<file path="config.mk">
export PLATFORM = sky130hd
export DESIGN_NAME = condicionador_botao
export DESIGN_NICKNAME = d
export VERILOG_FILES = /design/src/rtl/semaforo_pkg.sv /design/src/rtl/sincronizador_2ff.sv /design/src/rtl/condicionador_botao.sv
export SDC_FILE = /design/constraint.sdc
export NUM_CORES = 1
export LEC_CHECK = 0
export BUFFER_PORTS_ARGS = -buffer_cell sky130_fd_sc_hd__buf_2
export CAP_MARGIN = 20
export CORE_MARGIN = 2
export CORE_UTILIZATION = 50
export DETAILED_ROUTE_END_ITERATION = 10
export PLACE_DENSITY = 0.68
export SLEW_MARGIN = 20
export SYNTH_ARGS = -nofsm -noshare
export SYNTH_HDL_FRONTEND = slang
export SYNTH_HIERARCHICAL = 1
export SYNTH_SLANG_ARGS = --single-unit
</file>
<file path="constraint.sdc">
create_clock -name clk -period 3.8 [get_ports clk]
set_input_delay 0.76 -clock clk [delete_from_list [all_inputs] [get_ports clk]]
set_output_delay 0.76 -clock clk [all_outputs]
set_load 0.005 [all_outputs]
</file>
<file path="src/rtl/semaforo_pkg.sv">
// Shared types and defaults for the pedestrian push-button conditioner.
// Holds the FSM state encoding, default timing constants and the saturating counter step.
package semaforo_pkg;

  typedef enum logic [2:0] {
    OCIOSO        = 3'd0,
    FILTRANDO     = 3'd1,
    PENDENTE      = 3'd2,
    BLOQUEIO      = 3'd3,
    ESPERA_SOLTAR = 3'd4
  } cond_estado_t;

  localparam int unsigned DEBOUNCE_CYCLES_DEF = 4;
  localparam int unsigned LOCKOUT_CYCLES_DEF  = 8;
  localparam int unsigned CNT_W               = 8;

  // Holds at all-ones instead of wrapping back to zero.
  function automatic logic [CNT_W-1:0] cnt_inc(input logic [CNT_W-1:0] c);
    return (c == 8'hFF) ? c : c + 8'd1;
  endfunction

endpackage

</file>
<file path="src/rtl/sincronizador_2ff.sv">
// Two-flop synchronizer for a single asynchronous level input.
// Reusable for any asynchronous input; both stages clear on reset.
module sincronizador_2ff (
  input  logic clk,
  input  logic reset,
  input  logic d,
  output logic q
);

  logic r_meta;
  logic r_sync;

  // Two-stage capture of the asynchronous level.
  always_ff @(posedge clk or negedge reset) begin
    if (!reset) begin
      r_meta <= 1'b0;
      r_sync <= 1'b0;
    end else begin
      r_meta <= d;
      r_sync <= r_meta;
    end
  end

  assign q = r_sync;

endmodule

</file>
<file path="src/rtl/condicionador_botao.sv">
// Pedestrian push-button conditioner: synchronize, debounce, hold the request
// until serviced, then lock out further presses until the button is released.
module condicionador_botao
  import semaforo_pkg::*;
#(
  parameter int unsigned DEBOUNCE_CYCLES = DEBOUNCE_CYCLES_DEF,
  parameter int unsigned LOCKOUT_CYCLES  = LOCKOUT_CYCLES_DEF
) (
  input  logic clk,
  input  logic reset,
  input  logic botao_bruto,
  input  logic atendido,
  output logic pedido,
  output logic pedido_pulso,
  output logic bloqueado
);

  localparam logic [CNT_W-1:0] DEB_LAST  = 8'(DEBOUNCE_CYCLES - 1);
  localparam logic [CNT_W-1:0] LOCK_LAST = 8'(LOCKOUT_CYCLES);

  logic             w_s;
  cond_estado_t     r_estado;
  cond_estado_t     w_estado_prox;
  logic [CNT_W-1:0] r_cnt;
  logic [CNT_W-1:0] w_cnt_prox;
  logic             r_pedido;
  logic             r_pedido_pulso;
  logic             r_bloqueado;

  sincronizador_2ff u_sinc (
    .clk   (clk),
    .reset (reset),
    .d     (botao_bruto),
    .q     (w_s)
  );

  // State and shared counter register.
  always_ff @(posedge clk or negedge reset) begin
    if (!reset) begin
      r_estado <= OCIOSO;
      r_cnt    <= 8'd0;
    end else begin
      r_estado <= w_estado_prox;
      r_cnt    <= w_cnt_prox;
    end
  end

  // Next-state and counter logic; atendido only matters while a request is pending.
  always_comb begin
    w_estado_prox = r_estado;
    w_cnt_prox    = r_cnt;
    case (r_estado)
      OCIOSO: begin
        if (w_s) begin
          w_estado_prox = FILTRANDO;
          w_cnt_prox    = 8'd1;
        end else begin
          w_estado_prox = OCIOSO;
        end
      end
      FILTRANDO: begin
        if (!w_s) begin
          w_estado_prox = OCIOSO;
          w_cnt_prox    = 8'd0;
        end else if (r_cnt == DEB_LAST) begin
          w_estado_prox = PENDENTE;
          w_cnt_prox    = 8'd0;
        end else begin
          w_cnt_prox    = cnt_inc(r_cnt);
        end
      end
      PENDENTE: begin
        if (atendido) begin
          w_estado_prox = BLOQUEIO;
          w_cnt_prox    = 8'd1;
        end else begin
          w_estado_prox = PENDENTE;
        end
      end
      BLOQUEIO: begin
        if (r_cnt == LOCK_LAST) begin
          w_estado_prox = w_s ? ESPERA_SOLTAR : OCIOSO;
          w_cnt_prox    = 8'd0;
        end else begin
          w_cnt_prox    = cnt_inc(r_cnt);
        end
      end
      ESPERA_SOLTAR: begin
        if (!w_s) begin
          w_estado_prox = OCIOSO;
        end else begin
          w_estado_prox = ESPERA_SOLTAR;
        end
      end
      default: begin
        w_estado_prox = OCIOSO;
        w_cnt_prox    = 8'd0;
      end
    endcase
  end

  // Outputs decoded from the next state so they line up with the state register.
  always_ff @(posedge clk or negedge reset) begin
    if (!reset) begin
      r_pedido       <= 1'b0;
      r_pedido_pulso <= 1'b0;
      r_bloqueado    <= 1'b0;
    end else begin
      r_pedido       <= (w_estado_prox == PENDENTE);
      r_pedido_pulso <= (w_estado_prox == PENDENTE) && (r_estado != PENDENTE);
      r_bloqueado    <= (w_estado_prox == BLOQUEIO) || (w_estado_prox == ESPERA_SOLTAR);
    end
  end

  assign pedido       = r_pedido;
  assign pedido_pulso = r_pedido_pulso;
  assign bloqueado    = r_bloqueado;

endmodule

</file>
==> impl_metrics.csv <==
group,metric,value,unit
job,drv_cap,0,
sta,min_period,1746,ps
synth,synth-async-reset-ratio,1.000,
die,die_w,47.44,µm
setup_path,cp_data_required_time,3980,ps
synth,synth.area.mux_share,0,
synth,synth_area,943.4,µm²
setup_path,cp-end-kind,"flop",
finish,n_antenna_cell,0,
grt,grt_pass1_wl,3111,µm
setup_path,max_stage_delay,560,ps
synth,synth_area_leaders,"dfrtp_1, nand3_1, nand2_1",
synth,synth_fa_ha_area_frac,0.02653,
synth,synth_top_area_cell,"dfrtp_1",
sta,relSlewSlack,0.7532,
finish,final_nets,113,
placed_design,placed_cells,127,
die,rows,15,
worst_hold_path,hold_depth,0,
setup_path,reg2regPathDepth,5,
sta,tightest_slew,368.8,ps
pwr,p_clk_frac,0.178,
pwr,p_switching,0.2435,mW
clocking,cts_setup_buffers,0,
sta,post-route-period-util,0.4594,
placed_design,dp_hpwl,1325,µm
sta,setup_ws,2054,ps
finish,seq_area,400.4,µm²
sta,drv_slew,0,
pwr,peakVddDrop,329.7,µV
detailed_routing,routedWlPerCell,13.67,µm
synth,synth.distinct_cells,34,
detailed_routing,ant_nets,0,
sta,hold_viol,0,
clocking,insertion_delay,280,ps
synth,synthesis.nets,105,
placed_design,gp_congestion,0.8321,
clocking,path_clk_slew,100,ps
clocking,cts_resized,0,
synth,syn_area_per_cell,9.529,µm²
sta,skew,3.021,ps
grt,first_global_vias,701,
setup_path,cp-start-kind,"flop",
synth,synth_compound_area_frac,0.1936,
clocking,ctsLongestPathBuffers,2,
setup_path,crit_chain,"or4_4, o221ai_2, o211a_4, o21ai_2, a21o_1",
placed_design,dp_worst_setup_slack,1894,ps
grt,grt_overflow,0,
grt,grt_max_degree,17,
synth,yosys_most_used_dff,"dfrtp_1",
synth,synth_top_area_frac,0.4244,
die,start_util,0.5405,
detailed_routing,totalWireLength,1791,µm
clocking,cts_tree,"built",
finish,area_delta_synth_final,7.825,%
grt,antenna_found_initial,0,
synth,synth_top_family_by_area,"simple AND/OR/NAND/NOR gates",
synth,synthXorXnorAreaFrac,0.03714,
detailed_routing,drt_iter0_markers,19,
pwr,power_density,617.5,mW/mm²
die,core-area,0.001745,mm²
sta,fin_setup_tns,0,ps
synth,synth-simple-area-share,0.2732,
detailed_routing,drc_errors,0,
status,status,"finished clean",
clocking,clock_sinks,16,
detailed_routing,drt_first_pass_iters,4,
finish,nFillCells,150,
pwr,p_leak,0.4480,nW
pwr,combPwrFrac,0.416,
finish,final_cells,131,
die,pin_count,7,
worst_hold_path,hp-class,"reg -> reg",
finish,drive_above_1_share,0.2075,
pwr,p_int,0.3847,mW
detailed_routing,vias,753,
synth,syn_inst,99,
pwr,p_sw_frac,0.3876,
setup_path,worst-setup-path-type,"reg -> reg",
synth,synth-edff-count,0,
synth,synthTopCellsByCount,"dfrtp_1, nand2_1, nor2_1",
finish,multi_input_area,500.5,µm²
finish,final_core_util,0.5828,
clocking,hold_buffers,0,
clocking,cts_made_buffers,3,
die,die_h,47.44,µm
setup_path,cp_max_fo,5,
synth,yosysMostFrequentCell,"dfrtp_1",
clocking,cts_root_buffer,"clkbuf_4",
pwr,pwr-share-seq,0.406,
synth,yosysSeqAreaShare,0.4244,
clocking,h-tree-depth,1,
pwr,p_total,0.6282,mW
synth,synthesis.yosys.warnings,6,
grt,track_usage,0.1978,
setup_path,slowest_stage,"or4_4",
detailed_routing,via_per_inst,5.748,
placed_design,io_buffer_count,6,
sta,setup_viol,0,
setup_path,cp.arrival,1930,ps
sta,rsz0062_at_grt,"no",
synth,synth-seq-cells,16,
sta,fmax,572.8,MHz
die,die_area,0.002250,mm²
-- registers in the layout, indices dropped and copies added (netlist names) --
signal         count
r_cnt              8
r_estado           3
bloqueado          1
pedido             1
pedido_pulso       1
u_sinc/q           1
u_sinc/r_meta      1
-- final timing paths --
| path | from | endpoint | slack [ps] |
|---|---|---|---|
| worst max-delay path | r_cnt[5] | r_cnt[0] | 2050 |
| min in group asynchronous | reset | bloqueado | 370 |
| worst max register to register | r_cnt[5] | r_cnt[0] | 2050 |
| max in group asynchronous | reset | r_cnt[2] | 3160 |
| worst min register to register | u_sinc/r_meta | u_sinc/q | 360 |
| worst min-delay path | u_sinc/r_meta | u_sinc/q | 360 |
-- worst max-delay path, delay by kind of cell, from the launching register on --
| kind | cells | cell delay, ps |
|---|---|---|
| and+or+nand+nor | 1 | 560 |
| AOI/OAI and AO/OA | 4 | 650 |
| DFF | 1 | 440 |
-- cell families (layout without fill, tap and decap cells) --
logic type / after synthesis / after routing
flip-flops: 16 / 16
AND/OR/NAND/NOR: 49 / 49
buffers and inverters: 8 / 15
adder cells (fa/ha/maj): 2 / 2
AO/OA/AOI/OAI: 20 / 20
XOR/XNOR: 4 / 4
-- power groups by stage --
stage / Clock, mW / Sequential (mW) / Combinational (mW)
3_5_place_dp: 0 / 0.259 / 0.260
6_report: 0.112 / 0.255 / 0.261
4_1_cts: 0.114 / 0.255 / 0.260
3_3_place_gp: 0 / 0.258 / 0.256
2_1_floorplan: 0 / 0.234 / 0.238
5_1_grt: 0.125 / 0.262 / 0.288
-- layout by cell type (no fill, tap or decap) --
| master | netlist | final |
|---|---|---|
| o32ai_4 | 1 | 1 |
| nand2_1 | 10 | 10 |
| nand3_1 | 8 | 8 |
| a31o_2 | 1 | 1 |
| inv_1 | 5 | 5 |
| nor2_1 | 10 | 10 |
| o211a_4 | 1 | 1 |
| a21o_1 | 2 | 2 |
| o21ai_0 | 3 | 3 |
| dfrtp_1 | 16 | 16 |
| nand4_1 | 2 | 2 |
| o221ai_2 | 1 | 1 |
| nor3_1 | 6 | 6 |
| nand2b_1 | 2 | 2 |
| o21ai_2 | 1 | 1 |
| and2b_1 | 4 | 4 |
| or4_4 | 1 | 1 |
| buf_2 | 0 | 6 |
| o21a_1 | 1 | 1 |
| xnor2_1 | 3 | 3 |
| xor2_1 | 1 | 1 |
| a21oi_1 | 4 | 4 |
| o22ai_1 | 2 | 2 |
| o211ai_1 | 1 | 1 |
| clkbuf_8 | 0 | 1 |
| clkbuf_4 | 0 | 3 |
| o32a_2 | 1 | 1 |
| o41ai_2 | 1 | 1 |
| and2_4 | 1 | 1 |
| or2_2 | 2 | 2 |
| ha_1 | 2 | 2 |
| and2_1 | 1 | 1 |
| and3_1 | 1 | 1 |
| nor3b_2 | 1 | 1 |
-- layout make-up --
type	instances	area share
inverters	5	0.01845
well taps	25	0.03075
clock buffers	4	0.03567
repair buffers	6	0.02952
flip-flops and latches	16	0.3936
multi-input cells	75	0.4920
-- layer usage --
metal,global-route usage,part of all wire,vias to the layer above
met2,0.3243,0.48,21
met1,0.2729,0.47,366
met4,0.06667,0.013,0
met5,0,0,-
li1,-,-,362
met3,0.02264,0.043,4
-- stage by stage --
| stage | instance area (µm²) | hold WS (ps) |
|---|---|---|
| floorplan | 943.4 | 331.2 |
| global placement | 980.9 | 334.9 |
| CTS | 1017 | 363.0 |
| finish | 1017 | 361.5 |
| detailed placement | 980.9 | 341.3 |
| global route | 1017 | 379.6 |
(Power assumes the default switching activity.)
